### src/rtl/hamming_tx_if.sv
// Handshake bundle for the Hamming(7,4) transmit stage: nibble input side,
// serial codeword output side, and the sent-frame counter.
interface hamming_tx_if;
  logic       in_valid;
  logic       in_ready;
  logic [3:0] in_data;
  logic       tx_valid;
  logic       tx_ready;
  logic       tx_bit;
  logic       tx_sof;
  logic       tx_eof;
  logic [7:0] frame_cnt;

  // Producer of nibbles / consumer of the serial stream.
  modport master (
    output in_valid, in_data, tx_ready,
    input  in_ready, tx_valid, tx_bit, tx_sof, tx_eof, frame_cnt
  );

  // The encoder itself.
  modport slave (
    input  in_valid, in_data, tx_ready,
    output in_ready, tx_valid, tx_bit, tx_sof, tx_eof, frame_cnt
  );
endinterface

### src/rtl/hamming_tx_encoder.sv
// Hamming(7,4) transmit encoder. Nibbles are buffered in a 2-entry FIFO,
// encoded to h[6:0] and shifted out MSB (parity) first, one bit per
// accepted tx handshake. Frames run back-to-back while data is queued.
// Optional feature: define HAM_TX_ERR_INJ_EN to add inj_en/inj_pos, which
// invert one codeword bit chosen at the pop edge (inj_pos=7 means none).
module hamming_tx_encoder (
  input  logic        clk,
  input  logic        rst,
  hamming_tx_if.slave bus
`ifdef HAM_TX_ERR_INJ_EN
  ,
  input  logic        inj_en,
  input  logic [2:0]  inj_pos
`endif
);

  typedef enum logic {IDLE, SHIFT} state_t;

  state_t     state, state_next;
  logic [3:0] fifo_mem [2];
  logic       wr_ptr, rd_ptr;
  logic [1:0] count, count_next;
  logic       push, pop;
  logic [2:0] idx, idx_next;
  logic [6:0] sr, sr_next;
  logic       frame_done;
  logic [6:0] inj_mask;
  logic [3:0] head;

  logic       in_ready_q;
  logic       tx_valid_q, tx_bit_q, tx_sof_q, tx_eof_q;
  logic [7:0] frame_cnt_q;

  // Parity bits over the data nibble; data occupies h[3:0].
  function automatic logic [6:0] encode(input logic [3:0] d);
    return {d[1] ^ d[2] ^ d[3], d[0] ^ d[2] ^ d[3], d[0] ^ d[1] ^ d[3], d};
  endfunction

`ifdef HAM_TX_ERR_INJ_EN
  assign inj_mask = (inj_en && inj_pos != 3'd7) ? (7'd1 << inj_pos) : 7'd0;
`else
  assign inj_mask = 7'd0;
`endif

  assign head = fifo_mem[rd_ptr];
  assign push = bus.in_valid && in_ready_q;

  // Next-state, pop decision and shift-register reload for the frame FSM.
  // NOTE: every signal gets a default at the top so no path leaves it unassigned (no latches).
  always_comb begin
    state_next = state;
    idx_next   = idx;
    sr_next    = sr;
    pop        = 1'b0;
    frame_done = 1'b0;
    unique case (state)
      IDLE: begin
        if (count != 2'd0) begin
          pop        = 1'b1;
          sr_next    = encode(head) ^ inj_mask;
          idx_next   = 3'd6;
          state_next = SHIFT;
        end
      end
      SHIFT: begin
        // tx_valid is high throughout SHIFT, so tx_ready alone completes a beat.
        if (bus.tx_ready) begin
          if (idx != 3'd0) begin
            idx_next = idx - 3'd1;
          end else begin
            frame_done = 1'b1;
            if (count != 2'd0) begin
              pop      = 1'b1;
              sr_next  = encode(head) ^ inj_mask;
              idx_next = 3'd6;
            end else begin
              state_next = IDLE;
            end
          end
        end
      end
    endcase
  end

  // Occupancy after this cycle's push/pop; a push into an empty FIFO is not
  // visible to a pop in the same cycle because pop looks at the current count.
  always_comb begin
    count_next = count + {1'b0, push} - {1'b0, pop};
  end

  // FSM state register.
  // NOTE: clocked state uses non-blocking assignments so all flops update together.
  always_ff @(posedge clk or posedge rst) begin
    if (rst) state <= IDLE;
    else     state <= state_next;
  end

  // Frame datapath, FIFO pointers and registered outputs.
  always_ff @(posedge clk or posedge rst) begin
    if (rst) begin
      idx         <= 3'd0;
      sr          <= 7'd0;
      count       <= 2'd0;
      wr_ptr      <= 1'b0;
      rd_ptr      <= 1'b0;
      in_ready_q  <= 1'b1;
      tx_valid_q  <= 1'b0;
      tx_bit_q    <= 1'b0;
      tx_sof_q    <= 1'b0;
      tx_eof_q    <= 1'b0;
      frame_cnt_q <= 8'd0;
    end else begin
      idx         <= idx_next;
      sr          <= sr_next;
      count       <= count_next;
      if (push) wr_ptr <= ~wr_ptr;
      if (pop)  rd_ptr <= ~rd_ptr;
      in_ready_q  <= (count_next != 2'd2);
      tx_valid_q  <= (state_next == SHIFT);
      tx_bit_q    <= (state_next == SHIFT) ? sr_next[idx_next] : 1'b0;
      tx_sof_q    <= (state_next == SHIFT) && (idx_next == 3'd6);
      tx_eof_q    <= (state_next == SHIFT) && (idx_next == 3'd0);
      frame_cnt_q <= frame_cnt_q + {7'd0, frame_done};
    end
  end

  // FIFO storage.
  // NOTE: the storage array is not reset; count gates every read, so stale contents are never used.
  always_ff @(posedge clk) begin
    if (push) fifo_mem[wr_ptr] <= bus.in_data;
  end

  assign bus.in_ready  = in_ready_q;
  assign bus.tx_valid  = tx_valid_q;
  assign bus.tx_bit    = tx_bit_q;
  assign bus.tx_sof    = tx_sof_q;
  assign bus.tx_eof    = tx_eof_q;
  assign bus.frame_cnt = frame_cnt_q;

endmodule

### src/flat_wrapper.sv
// flat-port wrapper written by rule: the top's interface ports become plain ports
module hamming_tx_encoder_flat 
  (clk, rst, bus_in_valid, bus_in_data, bus_tx_ready, bus_in_ready, bus_tx_valid, bus_tx_bit, bus_tx_sof, bus_tx_eof, bus_frame_cnt);
  hamming_tx_if bus_i ();
  input  logic clk;
  input  logic rst;
  input wire logic [$bits(bus_i.in_valid)-1:0] bus_in_valid;
  input wire logic [$bits(bus_i.in_data)-1:0] bus_in_data;
  input wire logic [$bits(bus_i.tx_ready)-1:0] bus_tx_ready;
  output wire logic [$bits(bus_i.in_ready)-1:0] bus_in_ready;
  output wire logic [$bits(bus_i.tx_valid)-1:0] bus_tx_valid;
  output wire logic [$bits(bus_i.tx_bit)-1:0] bus_tx_bit;
  output wire logic [$bits(bus_i.tx_sof)-1:0] bus_tx_sof;
  output wire logic [$bits(bus_i.tx_eof)-1:0] bus_tx_eof;
  output wire logic [$bits(bus_i.frame_cnt)-1:0] bus_frame_cnt;
  assign bus_i.in_valid = bus_in_valid;
  assign bus_i.in_data = bus_in_data;
  assign bus_i.tx_ready = bus_tx_ready;
  assign bus_in_ready = bus_i.in_ready;
  assign bus_tx_valid = bus_i.tx_valid;
  assign bus_tx_bit = bus_i.tx_bit;
  assign bus_tx_sof = bus_i.tx_sof;
  assign bus_tx_eof = bus_i.tx_eof;
  assign bus_frame_cnt = bus_i.frame_cnt;
  hamming_tx_encoder u_core (.clk(clk), .rst(rst), .bus(bus_i));
endmodule
### config.mk
export PLATFORM = sky130hd
export DESIGN_NAME = hamming_tx_encoder_flat
export DESIGN_NICKNAME = d
export VERILOG_FILES = /design/src/rtl/hamming_tx_if.sv /design/src/rtl/hamming_tx_encoder.sv /design/src/flat_wrapper.sv
export SDC_FILE = /design/constraint.sdc
export NUM_CORES = 1
export LEC_CHECK = 0
export ABC_CLOCK_PERIOD_IN_PS = 4000
export BUFFER_PORTS_ARGS = -buffer_cell sky130_fd_sc_hd__buf_2
export CAP_MARGIN = 5
export CELL_PAD_IN_SITES_DETAIL_PLACEMENT = 2
export CELL_PAD_IN_SITES_GLOBAL_PLACEMENT = 2
export CORE_ASPECT_RATIO = 0.7
export CORE_MARGIN = 2
export CORE_UTILIZATION = 40
export CTS_CLUSTER_DIAMETER = 200
export DETAILED_ROUTE_END_ITERATION = 16
export PLACE_DENSITY_LB_ADDON = 0.08
export SETUP_SLACK_MARGIN = 0.05
export SKIP_CTS_REPAIR_TIMING = 1
export SYNTH_ARGS = -nofsm -noshare
export SYNTH_HDL_FRONTEND = slang
export SYNTH_SLANG_ARGS = --single-unit
### constraint.sdc
create_clock -name clk -period 4 [get_ports clk]
set_clock_uncertainty 0.2 [all_clocks]
set_input_delay 0.4 -clock clk [delete_from_list [all_inputs] [get_ports clk]]
set_output_delay 0.4 -clock clk [all_outputs]
set_load 0.01 [all_outputs]
== Word level (Yosys, flattened, before mapping) ==
Memories as Yosys holds them, arrays and structs flattened.
Index checks and enable logic that the tools add are counted.
Word-level totals
  register bits: 27
  bits in writable memories: 8
  bits of input ports: 8
  output and inout port bits: 13
  word-level logic and storage cells: 57
  memories: 1
Cells by class
  add/subtract/negate cells: 4
  $lt $le $gt $ge: 1
  eq/ne operators: 2
  muxes and demuxes: 23
  bitwise logic cells: 9
  reductions and logical operators: 6
Memory list
  u_core.fifo_mem: depth 2, bits a word 4, read ports 1, clocked after Yosys merged registers in 0, wr ports 1, RTL line hamming_tx_encoder.sv:20  | logic [3:0] fifo_mem [2];
Operator list (number)
  2-to-1 mux 7 bit: 3
  case mux 7 bit (2 select lines): 1
  2-to-1 mux 1 bit: 12
  2-to-1 mux 3 bit: 3
  adder 8 x 1 -> 8 bit: 1
  case mux 3 bit (2 select lines): 1
  XOR 1 bit: 6
  < comparator 3 x 4 -> 1 bit, second input constant: 1
  case mux 1 bit (2 select lines): 2
  binary-select mux 1 bit (select 3 bit): 1
  equality test 3 bit, second input constant: 1
  logical AND 1 bit: 3
  zero test 3 bit: 1
  NOT 1 bit: 3
  nonzero test 3 bit: 1
  subtractor 3 x 1 -> 3 bit, second input constant: 1
  adder 2 x 1 -> 2 bit: 1
  != test 2 bit, second input constant: 1
  nonzero test 2 bit: 1
  subtractor 2 x 1 -> 2 bit: 1

== Depth between registers and ports, before layout ==
Gate-level depths: netlist of the first run.
An unclocked memory read counts as a cell.
  depth in word-level cells: 10
  gate-level depth with buffers: 12
  depth with buffers taken out: 11

== Worst setup path after synthesis of the first run ==
Ideal clock, no wire load.
  kind: reg-to-reg
  start: register u_core.idx[0]
  end: register u_core.tx_bit_q (netlist: u_core.bus.tx_bit)
  setup time: 130 ps
  data arrival time: 1867 ps
  required time: 3670 ps
  path slack: 1802 ps
  cell stages (with the launch flop): 11
  path buffers: 1
  period minus slack after synthesis: 2198 ps
  cells stage by stage: dfrtp_1 > inv_1 > ha_1 > nand3b_1 > a21o_1 > buf_6 > inv_6 > mux2_4 > mux2_2 > mux2i_1 > o211ai_1
Between the ends
  cells in the longest elaborated chain, start to end: 7
  elaborated cells between the ends (all ways): 15
  those cells by class: add/sub (1); mux (13); reduce/logical (1)
Ends and longest elaborated chain
  from (decl): RTL line hamming_tx_encoder.sv:24  | logic [2:0] idx, idx_next;
  from (signal assigned): RTL line hamming_tx_encoder.sv:113  | idx <= idx_next;
  nonzero test 3 bit: RTL line hamming_tx_encoder.sv:68  | if (idx != 3'd0) begin
  2-to-1 mux 7 bit: RTL line hamming_tx_encoder.sv:68
  2-to-1 mux 7 bit: RTL line hamming_tx_encoder.sv:67  | if (bus.tx_ready) begin
  case mux 7 bit (2 select lines): RTL line hamming_tx_encoder.sv:56  | unique case (state)
  net u_core.sr_next[2]: RTL line hamming_tx_encoder.sv:25  | logic [6:0] sr, sr_next;
  binary-select mux 1 bit (select 3 bit): RTL line hamming_tx_encoder.sv:120  | tx_bit_q <= (state_next == SHIFT) ? sr_next[idx_next] : 1'b0;
  2-to-1 mux 1 bit (not written as such): RTL line hamming_tx_encoder.sv:120
  2-to-1 mux 1 bit: RTL line hamming_tx_encoder.sv:120
  to (signal assigned): RTL line hamming_tx_encoder.sv:120
  to (decl): RTL line hamming_tx_encoder.sv:31  | logic tx_valid_q, tx_bit_q, tx_sof_q, tx_eof_q;
The timed path passes the listed nets, and every way through them passes these cells. The select of a mux whose other input is x is not followed.
A chain may end at the register's enable or synchronous reset.

== Worst setup path after layout of the first run ==
  start: register u_core.idx[0]
  end: register u_core.in_ready_q (netlist: u_core.bus.in_ready)
Between the ends
  cells in the longest elaborated chain, start to end: 6
Ends and longest elaborated chain
  nonzero test 3 bit: RTL line hamming_tx_encoder.sv:68
  2-to-1 mux 1 bit: RTL line hamming_tx_encoder.sv:68
  2-to-1 mux 1 bit: RTL line hamming_tx_encoder.sv:67
  case mux 1 bit (2 select lines): RTL line hamming_tx_encoder.sv:56
  subtractor 2 x 1 -> 2 bit: RTL line hamming_tx_encoder.sv:88  | count_next = count + {1'b0, push} - {1'b0, pop};
  net u_core.count_next[1]: RTL line hamming_tx_encoder.sv:22  | logic [1:0] count, count_next;
  != test 2 bit: RTL line hamming_tx_encoder.sv:118  | in_ready_q <= (count_next != 2'd2);
  to (signal assigned): RTL line hamming_tx_encoder.sv:118
  to (decl): RTL line hamming_tx_encoder.sv:30  | logic in_ready_q;
The timed path passes the listed nets, and every way through them passes these cells.

==> out/metrics.cfg, run 1 <==
[global_route]
grt-ovfl-total = 0
first_pass_grt_wire_length_mm = 6.009
grt_antenna_before_repair = 0
pin_count_of_the_biggest_net_entering_global_routing = 28
via_count_of_the_first_global_routing_pass = 1176
grt_resource_usage_total = 0.1793

[critical_path]
cp_slowest_stage_delay_ns = 0.38
peak_fanout_along_the_critical_path = 8
crit_slowest_cell = dfrtp_1
cp.arrival_ns = 2.44
crit_path_frequent_cell = ha_1
setup.worst_path.class = register to register
category_of_the_worst_setup_path_launch_point = register
worst-endpoint-required_ns = 4.02
crit_chain = inv_1 -> ha_1 -> nand3b_1 -> a21o_1 -> inv_6 -> ha_1 -> inv_1 -> ha_1 -> xnor2_1 -> xnor2_1 -> nand2b_1
end_kind = register
crit_family = adder cells
worstPathBufferInverterCount = 3

[timing]
fin_crit_sh = 0.6062
least_margin_pin_slew_ns = 1.030
finalSetupViolCount = 0
post-route-min-period_ns = 2.425
rsz_0062_raised_after_global_routing = no
fmaxAchievable_mhz = 412.4
max-slew-margin-rel = 0.3123
report.final.slew_viol_count = 0
setup-tns-final_ns = 0
number_of_hold_violations_in_the_final_report = 0

[route]
drt_pre_antenna_iters = 4
routedWlPerCell_um = 16.29
post_drt_via_cell_ratio = 4.935
drt_drc_violations_left = 0
postRouteWirelength_mm = 3.503
drtAntennaViolNets = 0
drt-initial-drc-count = 73
route.vias.total = 1061

[cells_and_area]
stdcell_area_um2 = 1873
area_growth_from_synthesis_to_final_layout_pct = 14.19
utilization = 0.4775
number_of_diodes = 0
filler_cell_count = 415
final_net_count = 176
layout-drive-gt1-share = 0.2209

[floorplan]
fp.dieW_um = 80.54
num_rows = 19
floorplan.initialDensity = 0.4182
top_level_ports = 21
placeableCoreArea_um2 = 3923
die_y_um = 57.58
die_area_um2 = 4637

[yosys]
synth_sequential_area_ratio = 0.5591
syn_area_um2 = 1640
synthesis.instances = 138
synth-warning-count = 0
postSynthAreaPerCell_um2 = 11.89
cell_accounting_for_the_most_synthesized_area = dfrtp_1
synth_top_area_share = 0.3966
synth_fp_nets = 152
ys_seq_elements = 35
yosys-top-cells-area = dfrtp_1 40%, edfxtp_1 15%, xnor2_1 6.9%
count_of_unique_library_cells_instantiated_by_yosys = 34

[cts]
cts_inserted_buffers = 5
cts.clk_slew.worst_paths_ns = 0.07
cts_tree = yes
cts-htree-levels = 2
worst_skew_pair.late_latency_ns = 0.29
cts_max_path_buffers = 2
cts.sinks = 35
cts_root_buf = clkbuf_8

[run_status]
run_status = completed

[place]
gpl.final_weighted_congestion = 0.8368
io_buffer_count = 20
place_hpwl_mm = 2.696
placed_area_um2 = 1784

[worst_hold_path]
worst_hold_path_type = primary input to register

[power]
power_per_standard_cell_area_nw_per_um2 = 719.3
irDropWorstVdd_mv = 0.3594
total_leakage_power_nw = 0.8908

[run]
max_cap_viol_count = 0

==> per-stage QoR <==
step	total power, mW	hold WS (ns)	std cells	setup WS, ns
finish	1.347	0.1022	215	1.575
global route	1.463	0.08526	215	1.342
CTS	1.373	0.08938	215	1.543
detailed placement	1.103	0.2834	207	1.559
global placement	1.072	0.2619	207	1.620
floorplan	0.9515	0.2331	138	1.802
==> placed cells by master (no fill, tap or decap), types with 3 or more instances in the layout <==
| cell type | n |
|---|---|
| dfrtp_1 | 26 |
| buf_2 | 20 |
| nand2_1 | 17 |
| xnor2_1 | 13 |
| inv_1 | 9 |
| edfxtp_1 | 8 |
| mux2i_1 | 7 |
| ha_1 | 6 |
| nor2_1 | 5 |
| clkbuf_8 | 5 |
| xor2_1 | 4 |
| mux2_2 | 4 |
| nand3_1 | 3 |
| o21ai_1 | 3 |
| o21a_1 | 3 |
==> flip-flops by register name (all words and copies together), names as in the netlist <==
signal	count
u_core.bus.frame_cnt	8
u_core.bus.in_ready	1
u_core.bus.tx_bit	1
u_core.bus.tx_eof	1
u_core.bus.tx_sof	1
u_core.count	2
u_core.fifo_mem	8
u_core.idx	3
u_core.rd_ptr	1
u_core.sr	7
u_core.state	1
u_core.wr_ptr	1
==> final timing paths <==
| path | start | end | slack (ns) | cells past startpoint |
|---|---|---|---|---|
| worst min register to register | u_core.wr_ptr | u_core.wr_ptr | 0.30 | 1 |
| worst min-delay path | bus_in_data[1] | u_core.fifo_mem[0][1] | 0.10 | 1 |
| worst max-delay path | u_core.idx[0] | u_core.bus.in_ready | 1.58 | 11 |
| min in group asynchronous | rst | u_core.count[1] | 0.15 | 2 |
| worst max register to register | u_core.idx[0] | u_core.bus.in_ready | 1.58 | 11 |
| max in group asynchronous | rst | u_core.bus.tx_eof | 2.82 | 2 |
==> final cells by class <==
cell class | count | area (um2) | area share
flip-flops and latches | 35 | 917.1 | 0.4896
multi-input cells | 89 | 655.6 | 0.3500
repair buffers | 20 | 100.1 | 0.05344
clock buffers | 5 | 68.82 | 0.03674
well taps | 52 | 65.06 | 0.03474
inverters | 11 | 46.29 | 0.02472
clock inverters | 3 | 20.02 | 0.01069
==> cell usage after synthesis <==
| library cell | number |
|---|---|
| dfstp_2 | 1 |
| o21ai_0 | 2 |
| and2_1 | 1 |
| nand2b_1 | 2 |
| mux2i_1 | 7 |
| o22a_1 | 1 |
| xor2_1 | 4 |
| xnor2_1 | 13 |
| a211o_1 | 1 |
| dfrtp_1 | 26 |
| ha_1 | 6 |
| nand4_1 | 1 |
| o211ai_1 | 1 |
| nand3_1 | 3 |
| edfxtp_1 | 8 |
| inv_2 | 1 |
| nor2_1 | 5 |
| buf_2 | 2 |
| buf_6 | 1 |
| mux2_4 | 2 |
| and4_1 | 2 |
| nor3_1 | 1 |
| nand3b_1 | 2 |
| inv_1 | 9 |
| nor2b_1 | 2 |
| nand2_1 | 17 |
| a21oi_1 | 1 |
| and3_1 | 2 |
| a32oi_1 | 1 |
| o21a_1 | 3 |
| a21o_1 | 2 |
| mux2_2 | 4 |
| inv_6 | 1 |
| o21ai_1 | 3 |
==> routing by layer <==
layer  wire, um  global-route usage  up-vias
met2       1566              0.2583       19
met1       1766              0.2610      522
met3        124             0.05222        7
met5          0                   0        -
met4         46             0.05811        0
li1           -                   -      513
==> where the power goes <==
group	switching, mW	internal [mW]	total (mW)
clock	0.132	0.121	0.253
sequential	0.0921	0.495	0.587
combinational	0.268	0.238	0.507
total	0.492	0.855	1.35
==> kinds of logic (layout without fill, tap and decap cells) <==
family / after synthesis / after routing / synth area share
xor+xnor: 17 / 17 / 0.09077
buf+inv: 14 / 39 / 0.04119
mux: 13 / 13 / 0.08848
simple gates: 38 / 38 / 0.1129
fa+ha+maj: 6 / 6 / 0.04577
compound gates: 15 / 15 / 0.06178
flops: 35 / 35 / 0.5591
(Power assumes the default switching activity.)
==> run 2: changes to the inputs <==
--- a/config.mk
+++ b/config.mk
@@ -5,14 +5,14 @@
 export SDC_FILE = /design/constraint.sdc
 export NUM_CORES = 1
 export LEC_CHECK = 0
-export ABC_CLOCK_PERIOD_IN_PS = 4000
+export ABC_CLOCK_PERIOD_IN_PS = 2500
 export BUFFER_PORTS_ARGS = -buffer_cell sky130_fd_sc_hd__buf_2
 export CAP_MARGIN = 5
 export CELL_PAD_IN_SITES_DETAIL_PLACEMENT = 2
 export CELL_PAD_IN_SITES_GLOBAL_PLACEMENT = 2
 export CORE_ASPECT_RATIO = 0.7
 export CORE_MARGIN = 2
-export CORE_UTILIZATION = 40
+export CORE_UTILIZATION = 38
 export CTS_CLUSTER_DIAMETER = 200
 export DETAILED_ROUTE_END_ITERATION = 16
 export PLACE_DENSITY_LB_ADDON = 0.08
==> constraint.sdc (replaced) <==
create_clock -name clk -period 2.5 [get_ports clk]
set_clock_uncertainty 0.2 [all_clocks]
set_input_delay 0.25 -clock clk [delete_from_list [all_inputs] [get_ports clk]]
set_output_delay 0.25 -clock clk [all_outputs]
set_load 0.01 [all_outputs]
==> run 2 against run 1 <==
Against the previous run:
- register-to-register slack lost 1.4 ns
- clock power grew 66%
- sequential power grew 60%
- critical path depth shrank 2
- fmax grew 2.8%
- setup slack lost 1.4 ns
- power grew 69%
- core utilization grew 1.4 points
- first-iteration DRC count shrank 48%
- clock-buffer cell count is the same
- critical path type unchanged
- critical endpoint is now u_core.bus.tx_bit
==> out/metrics.cfg, run 2 (same netlist as run 1, synthesis figures left out) <==
[run_status]
run_status = completed

[global_route]
first_pass_grt_wire_length_mm = 6.451  ; +7.4%
pin_count_of_the_biggest_net_entering_global_routing = 28  ; unchanged
grt_antenna_before_repair = 0  ; unchanged
grt-ovfl-total = 0  ; unchanged
via_count_of_the_first_global_routing_pass = 1258  ; +7.0%
grt_resource_usage_total = 0.1849  ; +0.005646

[cts]
cts_root_buf = clkbuf_8
cts.sinks = 35  ; unchanged
cts_inserted_buffers = 5  ; unchanged
cts-htree-levels = 2  ; unchanged
cts_tree = yes
cts.clk_slew.worst_paths_ns = 0.08  ; about the same
worst_skew_pair.late_latency_ns = 0.30  ; about the same
cts_max_path_buffers = 2  ; unchanged

[route]
post_drt_via_cell_ratio = 4.836  ; -2.0%
drtAntennaViolNets = 0  ; unchanged
drt-initial-drc-count = 38  ; -48%
route.met3.wl_um = 114  ; -8.1%
met1_wire_length_mm = 1.818  ; +2.9%
route.vias.total = 1093  ; +3.0%
routedWlPerCell_um = 17.19  ; +5.5%
drt_pre_antenna_iters = 5  ; +1
postRouteWirelength_mm = 3.884  ; +11%
routed-wl-met2_mm = 1.923  ; +23%
drt_drc_violations_left = 0  ; unchanged
top_layer = met4

[power]
power_per_standard_cell_area_nw_per_um2 = 1150  ; +60%
total_leakage_power_nw = 0.9355  ; +5.0%
irDropWorstVdd_mv = 0.5144  ; +43%
totalPowerFinal_mw = 2.282  ; +69%

[floorplan]
placeableCoreArea_um2 = 4041  ; +3.0%
num_rows = 19  ; unchanged
floorplan.initialDensity = 0.4059  ; -0.01230
die_area_um2 = 4867  ; +4.9%
die_y_um = 58.97  ; +2.4%
fp.dieW_um = 82.53  ; +2.5%
top_level_ports = 21  ; unchanged

[cells_and_area]
stdcell_area_um2 = 1984  ; +5.9%
final_net_count = 187  ; +6.3%
layout_common_cells = 26 x dfrtp_1, 20 x buf_2, 17 x nand2_1, 13 x xnor2_1, 8 x edfxtp_1
mostFrequentLayoutCell = dfrtp_1
stdcell_count = 226  ; +5.1%
layout-drive-gt1-share = 0.2644  ; +0.04351
area_growth_from_synthesis_to_final_layout_pct = 20.98
filler_cell_count = 424  ; +2.2%
number_of_diodes = 0  ; unchanged

[timing]
fmaxAchievable_mhz = 423.7  ; +2.8%
max-slew-margin-rel = 0.7359  ; +0.4237
number_of_hold_violations_in_the_final_report = 0  ; unchanged
finalSetupViolCount = 0  ; unchanged
setup-tns-final_ns = 0  ; unchanged
least_margin_pin_slew_ns = 0.3946  ; -0.6358 ns
post-route-min-period_ns = 2.360  ; -0.06493 ns
slack_of_the_critical_path_ns = 0.1401  ; -1.435 ns
report.final.slew_viol_count = 0  ; unchanged
fin_crit_sh = 0.9440  ; +0.3378
rsz_0062_raised_after_global_routing = yes

[critical_path]
cp.arrival_ns = 2.33  ; -0.11 ns
category_of_the_worst_setup_path_launch_point = register
r2r_cells = 9  ; -2
worst-endpoint-required_ns = 2.47  ; -1.55 ns
crit_path_end = u_core.bus.tx_bit
peak_fanout_along_the_critical_path = 6  ; -2
setup.worst_path.class = register to register
end_kind = register
r2r_setup_slack_ns = 0.14  ; -1.44 ns
crit_path_start = u_core.idx[0]
regToRegEndpoint = u_core.bus.tx_bit
regToRegStartpoint = u_core.idx[0]

[worst_hold_path]
min-delay-start = bus_in_valid
worst_hold_path_type = primary input to register
timing.hold.worst_path_depth = 3  ; +2

[place]
io_buffer_count = 20  ; unchanged
cell_count_post_placement = 212  ; +2.4%
place_hpwl_mm = 2.887  ; +7.1%
gpl.final_weighted_congestion = 0.7289  ; -13%
placed_area_um2 = 1822  ; +2.1%
dpl_worst_slack_ns = 0.07218  ; -1.486 ns

[run]
max_cap_viol_count = 0  ; unchanged

## run 2: layer usage
metal  GRT usage  vias to the layer above
li1            -                      535
met1      0.2337                      539
met3     0.05488                        3
met4     0.05621                        0
met5           0                        -
met2      0.3088                       16
## run 2: area by class of cell
cell class | instances | area, um2 | area share
multi-input combinational | 89 | 671.9 | 0.3386
sequential | 35 | 917.1 | 0.4622
clock inverter | 3 | 20.02 | 0.01009
timing repair buffer | 31 | 195.2 | 0.09836
inverter | 11 | 46.29 | 0.02333
clock buffer | 5 | 68.82 | 0.03468
tap | 52 | 65.06 | 0.03279
## run 2: report_power, final
part | internal, mW | switching, mW
clock network | 0.194 | 0.227
registers | 0.792 | 0.149
logic | 0.452 | 0.468
## run 2: metrics by stage
| stage | util | hold slack, ns |
|---|---|---|
| global route | 0.4910 | 0.07817 |
| detailed placement | 0.4508 | 0.1440 |
| finish | 0.4910 | 0.08333 |
| global placement | 0.4508 | 0.1269 |
| CTS | 0.4728 | -0.1774 |
| floorplan | - | 0.1020 |
## run 2: worst min path at each step
stage	to	slack, ns
4_1_cts	u_core.count[1]	-0.18
3_5_place_dp	u_core.count[1]	0.14
6_report	u_core.wr_ptr	0.08
2_1_floorplan	u_core.bus.frame_cnt[0]	0.10
3_3_place_gp	u_core.wr_ptr	0.13
5_1_grt	u_core.wr_ptr	0.08
## run 2: worst max-delay path, cell delays in order (launching register included)
cell	delay (ns)
dfrtp_1	0.43
inv_2	0.10
ha_4	0.15
nand3b_1	0.09
a21o_1	0.25
inv_6	0.11
mux2_4	0.31
mux2_2	0.30
mux2i_2	0.17
o211ai_1	0.12
